### src/rtl/tmds_encoder_pipe.sv
// rtl/tmds_encoder_pipe.sv - two-stage pipelined multi-lane TMDS encoder
// Define TMDS_TERC4_EN to build HDMI guard-band and TERC4 data-island symbols.
module tmds_encoder_pipe #(
  parameter int CHANNELS = 3
) (
  input  logic                   clk,
  input  logic                   rst_n,
  input  logic [2:0]             mode,
  input  logic [8*CHANNELS-1:0]  vd,
  input  logic [2*CHANNELS-1:0]  cd,
  input  logic [4*CHANNELS-1:0]  aux,
  output logic [10*CHANNELS-1:0] tmds
);
  localparam logic [2:0] MODE_VIDEO  = 3'd1;
`ifdef TMDS_TERC4_EN
  localparam logic [2:0] MODE_VGUARD = 3'd2;
  localparam logic [2:0] MODE_TERC4  = 3'd3;
  localparam logic [2:0] MODE_DGUARD = 3'd4;
`endif

  function automatic logic [3:0] f_pop8(input logic [7:0] v);
    logic [3:0] n;
    n = '0;
    for (int k = 0; k < 8; k++) n = n + {3'b000, v[k]};
    return n;
  endfunction

  function automatic logic [8:0] f_qm(input logic [7:0] v);
    logic [3:0] pop;
    logic       x;
    logic [8:0] q;
    pop  = f_pop8(v);
    x    = (pop > 4'd4) || (pop == 4'd4 && !v[0]);
    q[0] = v[0];
    for (int k = 1; k < 8; k++) q[k] = q[k-1] ^ v[k] ^ x;
    q[8] = ~x;
    return q;
  endfunction

  function automatic logic [9:0] f_ctrl(input logic [1:0] c);
    case (c)
      2'b00:   return 10'b1101010100;
      2'b01:   return 10'b0010101011;
      2'b10:   return 10'b0101010100;
      default: return 10'b1010101011;
    endcase
  endfunction

`ifdef TMDS_TERC4_EN
  function automatic logic [9:0] f_terc4(input logic [3:0] n);
    case (n)
      4'h0:    return 10'b1010011100;
      4'h1:    return 10'b1001100011;
      4'h2:    return 10'b1011100100;
      4'h3:    return 10'b1011100010;
      4'h4:    return 10'b0101110001;
      4'h5:    return 10'b0100011110;
      4'h6:    return 10'b0110001110;
      4'h7:    return 10'b0100111100;
      4'h8:    return 10'b1011001100;
      4'h9:    return 10'b0100111001;
      4'hA:    return 10'b0110011100;
      4'hB:    return 10'b1011000110;
      4'hC:    return 10'b1010001110;
      4'hD:    return 10'b1001110001;
      4'hE:    return 10'b0101100011;
      default: return 10'b1011000011;
    endcase
  endfunction
`else
  logic w_aux_unused;
  assign w_aux_unused = ^aux;
`endif

  logic [2:0] r_mode;

  always_ff @(posedge clk or negedge rst_n) begin
    if (!rst_n) r_mode <= '0;
    else        r_mode <= mode;
  end

  for (genvar gi = 0; gi < CHANNELS; gi++) begin : g_lane
    logic [1:0]        r_cd;
    logic [8:0]        r_qm;
    logic [3:0]        r_n1;
    logic signed [4:0] r_cnt;
    logic [9:0]        r_tmds;
    logic [8:0]        w_qm;
    logic [9:0]        w_sym;
    logic signed [4:0] w_d;
    logic signed [4:0] w_cnt_nxt;
`ifdef TMDS_TERC4_EN
    localparam int ROLE = gi % 3;
    logic [3:0] r_aux;
`endif

    assign w_qm = f_qm(vd[8*gi +: 8]);

    always_ff @(posedge clk or negedge rst_n) begin
      if (!rst_n) begin
        r_cd <= '0;
        r_qm <= '0;
        r_n1 <= '0;
`ifdef TMDS_TERC4_EN
        r_aux <= '0;
`endif
      end else begin
        r_cd <= cd[2*gi +: 2];
        r_qm <= w_qm;
        r_n1 <= f_pop8(w_qm[7:0]);
`ifdef TMDS_TERC4_EN
        r_aux <= aux[4*gi +: 4];
`endif
      end
    end

    // Disparity fits in 5 signed bits, so all arithmetic is done modulo 32.
    always_comb begin
      w_d       = {r_n1, 1'b0} - 5'd8;
      w_sym     = f_ctrl(r_cd);
      w_cnt_nxt = '0;
      case (r_mode)
        MODE_VIDEO: begin
          if (r_cnt == 5'sd0 || w_d == 5'sd0) begin
            w_sym     = {~r_qm[8], r_qm[8], r_qm[8] ? r_qm[7:0] : ~r_qm[7:0]};
            w_cnt_nxt = r_qm[8] ? r_cnt + w_d : r_cnt - w_d;
          end else if ((r_cnt > 5'sd0 && w_d > 5'sd0) || (r_cnt < 5'sd0 && w_d < 5'sd0)) begin
            w_sym     = {1'b1, r_qm[8], ~r_qm[7:0]};
            w_cnt_nxt = r_cnt + (r_qm[8] ? 5'sd2 : 5'sd0) - w_d;
          end else begin
            w_sym     = {1'b0, r_qm[8], r_qm[7:0]};
            w_cnt_nxt = r_cnt - (r_qm[8] ? 5'sd0 : 5'sd2) + w_d;
          end
        end
`ifdef TMDS_TERC4_EN
        MODE_VGUARD: w_sym = (ROLE == 1) ? 10'b0100110011 : 10'b1011001100;
        MODE_TERC4:  w_sym = f_terc4(r_aux);
        MODE_DGUARD: w_sym = (ROLE == 0) ? f_terc4({2'b11, r_cd}) : 10'b0100110011;
`endif
        default: ;
      endcase
    end

    always_ff @(posedge clk or negedge rst_n) begin
      if (!rst_n) begin
        r_cnt  <= '0;
        r_tmds <= '0;
      end else begin
        r_cnt  <= w_cnt_nxt;
        r_tmds <= w_sym;
      end
    end

    assign tmds[10*gi +: 10] = r_tmds;
  end

endmodule

### config.mk
export PLATFORM = sky130hd
export DESIGN_NAME = tmds_encoder_pipe
export DESIGN_NICKNAME = d
export VERILOG_FILES = /design/src/rtl/tmds_encoder_pipe.sv
export SDC_FILE = /design/constraint.sdc
export NUM_CORES = 1
export LEC_CHECK = 0
export BUFFER_PORTS_ARGS = -buffer_cell sky130_fd_sc_hd__buf_2
export CORE_UTILIZATION = 58
export CTS_CLUSTER_DIAMETER = 40
export CTS_CLUSTER_SIZE = 30
export DETAILED_ROUTE_END_ITERATION = 6
export GPL_ROUTABILITY_DRIVEN = 0
export PLACE_DENSITY_LB_ADDON = 0.05
export SLEW_MARGIN = 25
export SYNTH_ARGS = -nofsm -noshare
export SYNTH_HDL_FRONTEND = slang
export SYNTH_SLANG_ARGS = --single-unit
export TNS_END_PERCENT = 30
### constraint.sdc
create_clock -name clk -period 2.8 [get_ports clk]
set_input_delay 0.28 -clock clk [delete_from_list [all_inputs] [get_ports clk]]
set_output_delay 0.28 -clock clk [all_outputs]
set_load 0.02 [all_outputs]
==> run summary, run 1 <==
outcome -> finished with violations
failing checks -> setup timing
share of power burned in registers -> 0.180
fmax -> 185.9 MHz
Final Util -> 0.7615
logic gate share of total power -> 0.732
post-DR wirelength/cell -> 14.90 um
top-area cell type share of the netlist area -> 0.3557
Floorplan Core Area -> 10460 sq um
HP Class -> in2reg
Worst Hold End -> g_lane[2].r_cd[1]
PnR worst setup slack -> -2.580 ns
GRT overflow -> 0
CTS Root Cell -> clkbuf_8
VDD IR max -> 0.001134 V
final period utilization -> 1.922
Post-Syn Instances -> 562
Die H -> 106.5 um
starting density of the core -> 0.6051
Final setup viols -> 27
Tightest Pin Transition -> 0.7961 ns
PD cells -> 1378 nW/um^2
met1 usage -> 0.2836
crit path max fanout -> 3
Hold Crit Start -> cd[5]
PortBufs -> 64
Min-Delay Path Depth -> 1
Longest Clk Path Bufs -> 2
Hold WS -> 0.01655 ns
syn nets -> 723
Die Area -> 11340 sq um
drt total wl -> 12.65 mm
CTS tree -> yes
Net Sw Frac -> 0.4336
TritonCTS buffer count -> 9
Die Wd -> 106.5 um
H-tree levels -> 3
Routed Antenna Nets -> 0
Seq cells post-synth -> 90
R2R Path End -> g_lane[0].r_cnt[4]
first-pass GRT wire length -> 21.18 mm
asr flop ratio synth -> 1.000
crit path launch -> vd[0]
critical setup path kind -> in2reg
worst-skew pair later-pin latency -> 0.36 ns
sequential area share after synthesis -> 0.3557
most frequent cells after synthesis -> inv_1, dfrtp_1, ha_1
Hold Fails Final Rpt -> 0
vias in the first global route -> 4698
Vias -> 4284
Post-synth EDFFs -> 0
cell with the most instances after synthesis -> inv_1
Final Power -> 10.98 mW
DP Wirelength -> 9.686 mm
R2R Path Start -> g_lane[0].r_n1[0]
synth warn -> 0
largest net degree at the start of global routing -> 91
Global Route met2 Usage -> 0.4541
clk sinks -> 90
io pins -> 77
cell taking the most area after synthesis -> dfrtp_1
Synth Area per Inst -> 11.27 sq um
Reg2Reg Depth -> 9
Distinct cells, synth -> 30
post-layout net count -> 870
CP Data Required Time -> 3.06 ns
WP data arrival -> 5.64 ns
Pint -> 6.217 mW
Final Max Tran Viols -> 0
Max Cap Violations -> 0
main area contributors after synthesis -> dfrtp_1, ha_1, fa_1, inv_1, xor2_1
DRT Pass-1 Iters -> 4
CP endpoint kind -> flip-flop
Synth-to-Final Area Change -> 25.85%
ant diodes -> 0
Synth Cell Area -> 6331 sq um
met3 Track Usage GR -> 0.04476
worst reg2reg setup slack -> 0.40 ns
Worst slew margin -> 0.4693
row count -> 37
total track usage -> 0.2436
power share of the clock group -> 0.088
initial DRC count -> 122
P_sw -> 4.759 mW
Final min period -> 5.380 ns
clock slew at reported path FFs -> 0.09 ns
ratio of routed vias to standard cells -> 5.046
busiest metal layer after global routing -> met2
leakage power -> 4.143 nW
unrepaired setup endpoints after global routing -> yes
initial antenna violation count -> 0
clock skew -> 0.005229 ns
share of layout cells above drive strength 1 -> 0.3128
Most used DFF post-synth -> dfrtp_1
CP startpoint kind -> input pin
# DRC -> 0
==> sequential cells by signal, indices dropped and copies added (netlist names) <==
name and cells:
r_mode 3, g_lane.r_qm 27, g_lane.r_cnt 12, g_lane.r_cd 6, g_lane.r_n1 12, g_lane.r_tmds 30
==> metrics by stage <==
step / setup WS, ns / cell area, sq um / cells / TNS [ns]
2_1_floorplan: -2.621 / 6445 / 562 / -34.19
3_3_place_gp: -2.805 / 7367 / 815 / -40.84
3_5_place_dp: -3.014 / 7371 / 815 / -43.77
4_1_cts: -2.504 / 7755 / 838 / -31.48
5_1_grt: -2.769 / 7968 / 849 / -38.00
6_report: -2.580 / 7968 / 849 / -34.01
==> area by class of cell <==
class	instances	area, sq um
repair buffers	145	1020
clock buffers	10	137.6
flip-flops and latches	90	2252
multi-input cells	357	3880
clock inverters	5	78.83
fillers	699	2495
inverters	106	429.2
well taps	136	170.2
==> power groups by stage <==
stage	logic, mW	clock network, mW	registers (mW)
after CTS	7.67	0.992	1.97
after floorplan	5.51	0	2.03
after detailed placement	7.29	0	2.00
final	8.04	0.971	1.97
after global placement	6.86	0	1.99
after global routing	9.03	1.05	2.02
==> critical path, cell delays in order <==
cell and delay (ns):
buf_12 0.09, inv_12 0.03, fa_1 0.57, fa_1 0.44, fa_1 0.50, inv_1 0.04
ha_2 0.17, fa_1 0.44, nor3b_2 0.22, o21ai_1 0.09, a21oi_2 0.25, xor2_1 0.22
inv_1 0.07, fa_1 0.46, xnor2_1 0.14, ha_1 0.30, fa_2 0.57, ha_4 0.15
inv_2 0.04, fa_2 0.52, inv_2 0.03
==> metal layers <==
| metal | vias to the layer above | part of all wire | wire, um |
|---|---|---|---|
| met5 | - | 0 | 0 |
| met2 | 49 | 0.56 | 7045 |
| li1 | 2091 | - | - |
| met1 | 2124 | 0.41 | 5132 |
| met3 | 20 | 0.022 | 278 |
| met4 | 0 | 0.015 | 196 |
==> cells by family after synthesis <==
family	after synthesis	share of synthesized area
fa+ha+maj	114	0.2692
xor+xnor	97	0.1551
buf+inv	115	0.06897
mux	18	0.02905
flops	90	0.3557
simple gates	45	0.03538
compound gates	83	0.08656
==> cells in the final DEF (no fill, tap or decap), types with 4 or more instances in the layout <==
cell type  Yosys  routed
o21ai_0        7       4
xor2_1        44      43
clkbuf_8       0      10
a21oi_1       45      42
fa_2           0       5
xnor2_2        4      12
dfrtp_1       90      90
nand2_1        7       7
ha_4           0       8
xnor2_1       42      33
mux2i_1       15      15
nor3b_2        0       4
nor2_1        15      15
a21oi_2        1       4
buf_4          0      74
inv_1        106      91
xnor3_1        5       5
a21o_1        10      10
ha_1          77      68
buf_6          0       7
buf_2          4      58
a31oi_1        8       8
inv_2          0      11
fa_1          37      32
nor3_1        10       9
==> timing repair <==
item | 4_1_cts | 5_1_grt
hold buffers | 1 | 0
cloned | 0 | 0
setup buffers | 7 | 12
gates resized for setup | 28 | 25
hold endpoints to repair | 5 | 0
setup endpoints to repair | 27 | 27
pin swaps | 13 | 8
==> worst max-delay path by stage <==
| stage | endpoint | slack (ns) | cells after the start |
|---|---|---|---|
| global route | g_lane[0].r_n1[1] | -2.77 | 21 |
| CTS | g_lane[2].r_n1[1] | -2.50 | 21 |
| global placement | g_lane[2].r_n1[1] | -2.81 | 21 |
| floorplan | g_lane[2].r_n1[1] | -2.62 | 20 |
| detailed placement | g_lane[2].r_n1[1] | -3.01 | 21 |
| finish | g_lane[0].r_n1[1] | -2.58 | 21 |
Power figures use the tool's default switching activity.
==> run 2: changes to the inputs <==
Settings changed: ABC_AREA from default to 1.
Clock period 2.8 ns to 7 ns, I/O delays scaled along.
==> run 2 against run 1 <==
The run now ends clean. Routed wire length down 7.9%. Non-clock buffer count is 79 lower. Largest power group unchanged. Global-route usage fell by 1.4 points.
==> run summary, run 2 <==
Longest Clk Path Bufs -> 2 (unchanged)
total track usage -> 0.2292 (-0.01435)
TritonCTS buffer count -> 9 (unchanged)
post-placement cell count -> 910 (+12%)
main area contributors after synthesis -> dfrtp_1, ha_1, fa_1, inv_1, nand2_1
crit-path cells -> buf_2 -> inv_1 -> fa_1 -> fa_1 -> fa_1 -> inv_1 -> ha_1 -> fa_1 -> o31ai_1 -> nand2_1 -> xor2_1 -> inv_1 -> fa_1 -> fa_1 -> fa_1 -> inv_1 -> ha_1 -> inv_1 -> fa_1 -> xnor2_1
Hold Fails Final Rpt -> 0 (unchanged)
post-DR wirelength/cell -> 12.58 um (-16%)
R2R Path Start -> g_lane[2].r_n1[2]
largest register by flop count -> g_lane.r_tmds
Hold Buf Count CTS -> 0 (-1)
cell with the most instances after synthesis -> inv_1
WP data arrival -> 6.05 ns (+0.41 ns)
Die Area -> 11530 sq um (+1.7%)
top-area cell type share of the netlist area -> 0.3498 (-0.005945)
VDD IR max -> 0.0002662 V (-77%)
vias in the first global route -> 4616 (-1.7%)
GRT overflow -> 0 (unchanged)
Synth-to-Final Area Change -> 11.50%
met1 usage -> 0.3111 (+0.02747)
largest net degree at the start of global routing -> 79 (-13%)
cell taking the most area after synthesis -> dfrtp_1
Synth Area per Inst -> 9.056 sq um (-20%)
CP endpoint kind -> flip-flop
Synth Cell Area -> 6439 sq um (+1.7%)
Post-synth EDFFs -> 0 (unchanged)
Die Wd -> 107.4 um (+0.83%)
Worst path most repeated cell -> fa_1
io pins -> 77 (unchanged)
asr flop ratio synth -> 1.000 (unchanged)
share of layout cells above drive strength 1 -> 0.1196 (-0.1932)
PD cells -> 491.1 nW/um^2 (-64%)
CTS tree -> yes
Reg2Reg Depth -> 9 (unchanged)
CP max stage cell -> fa_1
Cell Count, Final, Fillers Out -> 926 (+9.1%)
Largest regs -> g_lane.r_tmds x30, g_lane.r_qm x27
Final min period -> 5.801 ns
CP Data Required Time -> 7.24 ns (+4.18 ns)
synth warn -> 0 (unchanged)
Vias -> 4605 (+7.5%)
Area after DPL -> 6928 sq um (-6.0%)
initial antenna violation count -> 0 (unchanged)
most frequent cells after synthesis -> inv_1, nand2_1, dfrtp_1
clock skew -> 0.01579 ns (+0.01056 ns)
starting density of the core -> 0.5940 (-0.01117)
max reg flops -> 30 (unchanged)
Distinct cells, synth -> 26 (-13%)
first-pass GRT wire length -> 20.51 mm (-3.2%)
commonest non-fill, non-tap cell in the layout -> inv_1
Tightest Pin Transition -> 0.7017 ns (-0.09441 ns)
Most used DFF post-synth -> dfrtp_1
crit path max fanout -> 4 (+1)
Post-CTS Resized -> 0 (-100%)
fill count -> 899 (+29%)
Worst slew margin -> 0.5322 (+0.06294)
row count -> 38 (+2.7%)
syn nets -> 872 (+21%)
post-route cell area -> 7179 sq um (-9.9%)
drt total wl -> 11.65 mm (-7.9%)
worst reg2reg setup slack -> 4.73 ns (+4.33 ns)
worst-skew pair later-pin latency -> 0.37 ns (about the same)
CP peak stage delay -> 0.57 ns (about the same)
fmax -> 172.4 MHz
Floorplan Core Area -> 10840 sq um (+3.6%)
# DRC -> 0 (unchanged)
CTS Root Cell -> clkbuf_8
critical setup path kind -> in2reg
sequential area share after synthesis -> 0.3498 (-0.005945)
DRT Pass-1 Iters -> 5 (+1)
met3 Track Usage GR -> 0.04479 (about the same)
DP Wirelength -> 9.156 mm (-5.5%)
Final Util -> 0.6623 (-0.09926)
ratio of routed vias to standard cells -> 4.973 (-1.4%)
PortBufs -> 64 (unchanged)
ant diodes -> 0 (unchanged)
leakage power -> 3.937 nW (-5.0%)
Seq cells post-synth -> 90 (unchanged)
Post-Syn Instances -> 711 (+27%)
clock slew at reported path FFs -> 0.10 ns (about the same)
H-tree levels -> 3 (unchanged)
Die H -> 107.4 um (+0.83%)
CP startpoint kind -> input pin
setup_tns -> 0 ns (+34.01 ns)
post-layout net count -> 942 (+8.3%)
Final setup viols -> 0 (-100%)
final period utilization -> 0.8287
HP Class -> in2async
R2R Path End -> g_lane[2].r_tmds[1]
Max Cap Violations -> 0 (unchanged)
Routed Antenna Nets -> 0 (unchanged)
unrepaired setup endpoints after global routing -> no
Hold WS -> 0.1465 ns (+0.1299 ns)
busiest metal layer after global routing -> met2
clk sinks -> 90 (unchanged)
most frequent cells in the layout -> inv_1, nand2_1, dfrtp_1
Global Route met2 Usage -> 0.3724 (-0.08173)
# Post-CTS Setup Buffers -> 0 (-7)
initial DRC count -> 260 (+110%)
Final Max Tran Viols -> 0 (unchanged)
outcome -> finished, final reports clean
run 2: through the flow:
step,worst slack (ns),total power [mW]
2_1_floorplan,1.161,2.599
3_3_place_gp,0.8460,2.980
3_5_place_dp,0.7588,3.102
4_1_cts,1.172,3.567
5_1_grt,0.7978,3.972
6_report,1.199,3.526
run 2: cells by family after synthesis:
logic type                 after synthesis  synth area share
AOI/OAI and AO/OA                       94           0.08123
xor gates and xnor gates                57           0.08900
adders and majority gates              114            0.2647
buffers and inverters                  157           0.09211
DFF                                     90            0.3498
and+or+nand+nor                        199            0.1232
run 2: critical path, delay by kind of cell:
family	cells	cell delay [ns]
xor+xnor	2	0.35
simple gates	1	0.19
fa+ha+maj	10	4.13
buf+inv	6	0.45
compound gates	1	0.24
run 2: layer usage:
metal	vias to the layer above	routed length (um)
met5	-	0
met4	0	166
met3	14	364
met2	79	5456
met1	2168	5662
li1	2344	-
run 2: where the power goes:
| part | total [mW] | switching [mW] | leakage [nW] | internal, mW |
|---|---|---|---|---|
| Sequential | 0.765 | 0.0915 | 1.09 | 0.674 |
| Clock | 0.437 | 0.197 | 0.126 | 0.241 |
| Combinational | 2.32 | 1.38 | 2.72 | 0.943 |
| Total | 3.53 | 1.67 | 3.94 | 1.86 |
run 2: final cells by class:
class | instances | area (sq um) | area share
well taps | 140 | 175.2 | 0.02440
flip-flops and latches | 90 | 2252 | 0.3137
clock inverters | 7 | 123.9 | 0.01725
inverters | 150 | 563.0 | 0.07842
clock buffers | 9 | 123.9 | 0.01725
repair buffers | 66 | 341.6 | 0.04758
multi-input cells | 464 | 3600 | 0.5014
run 2: worst max-delay path by stage:
stage | from | slack [ns] | to | cells after the start
after floorplan | vd[11] | 1.16 | g_lane[1].r_n1[2] | 19
after global placement | vd[8] | 0.85 | g_lane[1].r_n1[2] | 20
after detailed placement | vd[16] | 0.76 | g_lane[2].r_n1[2] | 22
after CTS | vd[8] | 1.17 | g_lane[1].r_n1[2] | 20
after global routing | vd[0] | 0.80 | g_lane[0].r_n1[2] | 25
final | vd[8] | 1.20 | g_lane[1].r_n1[2] | 20
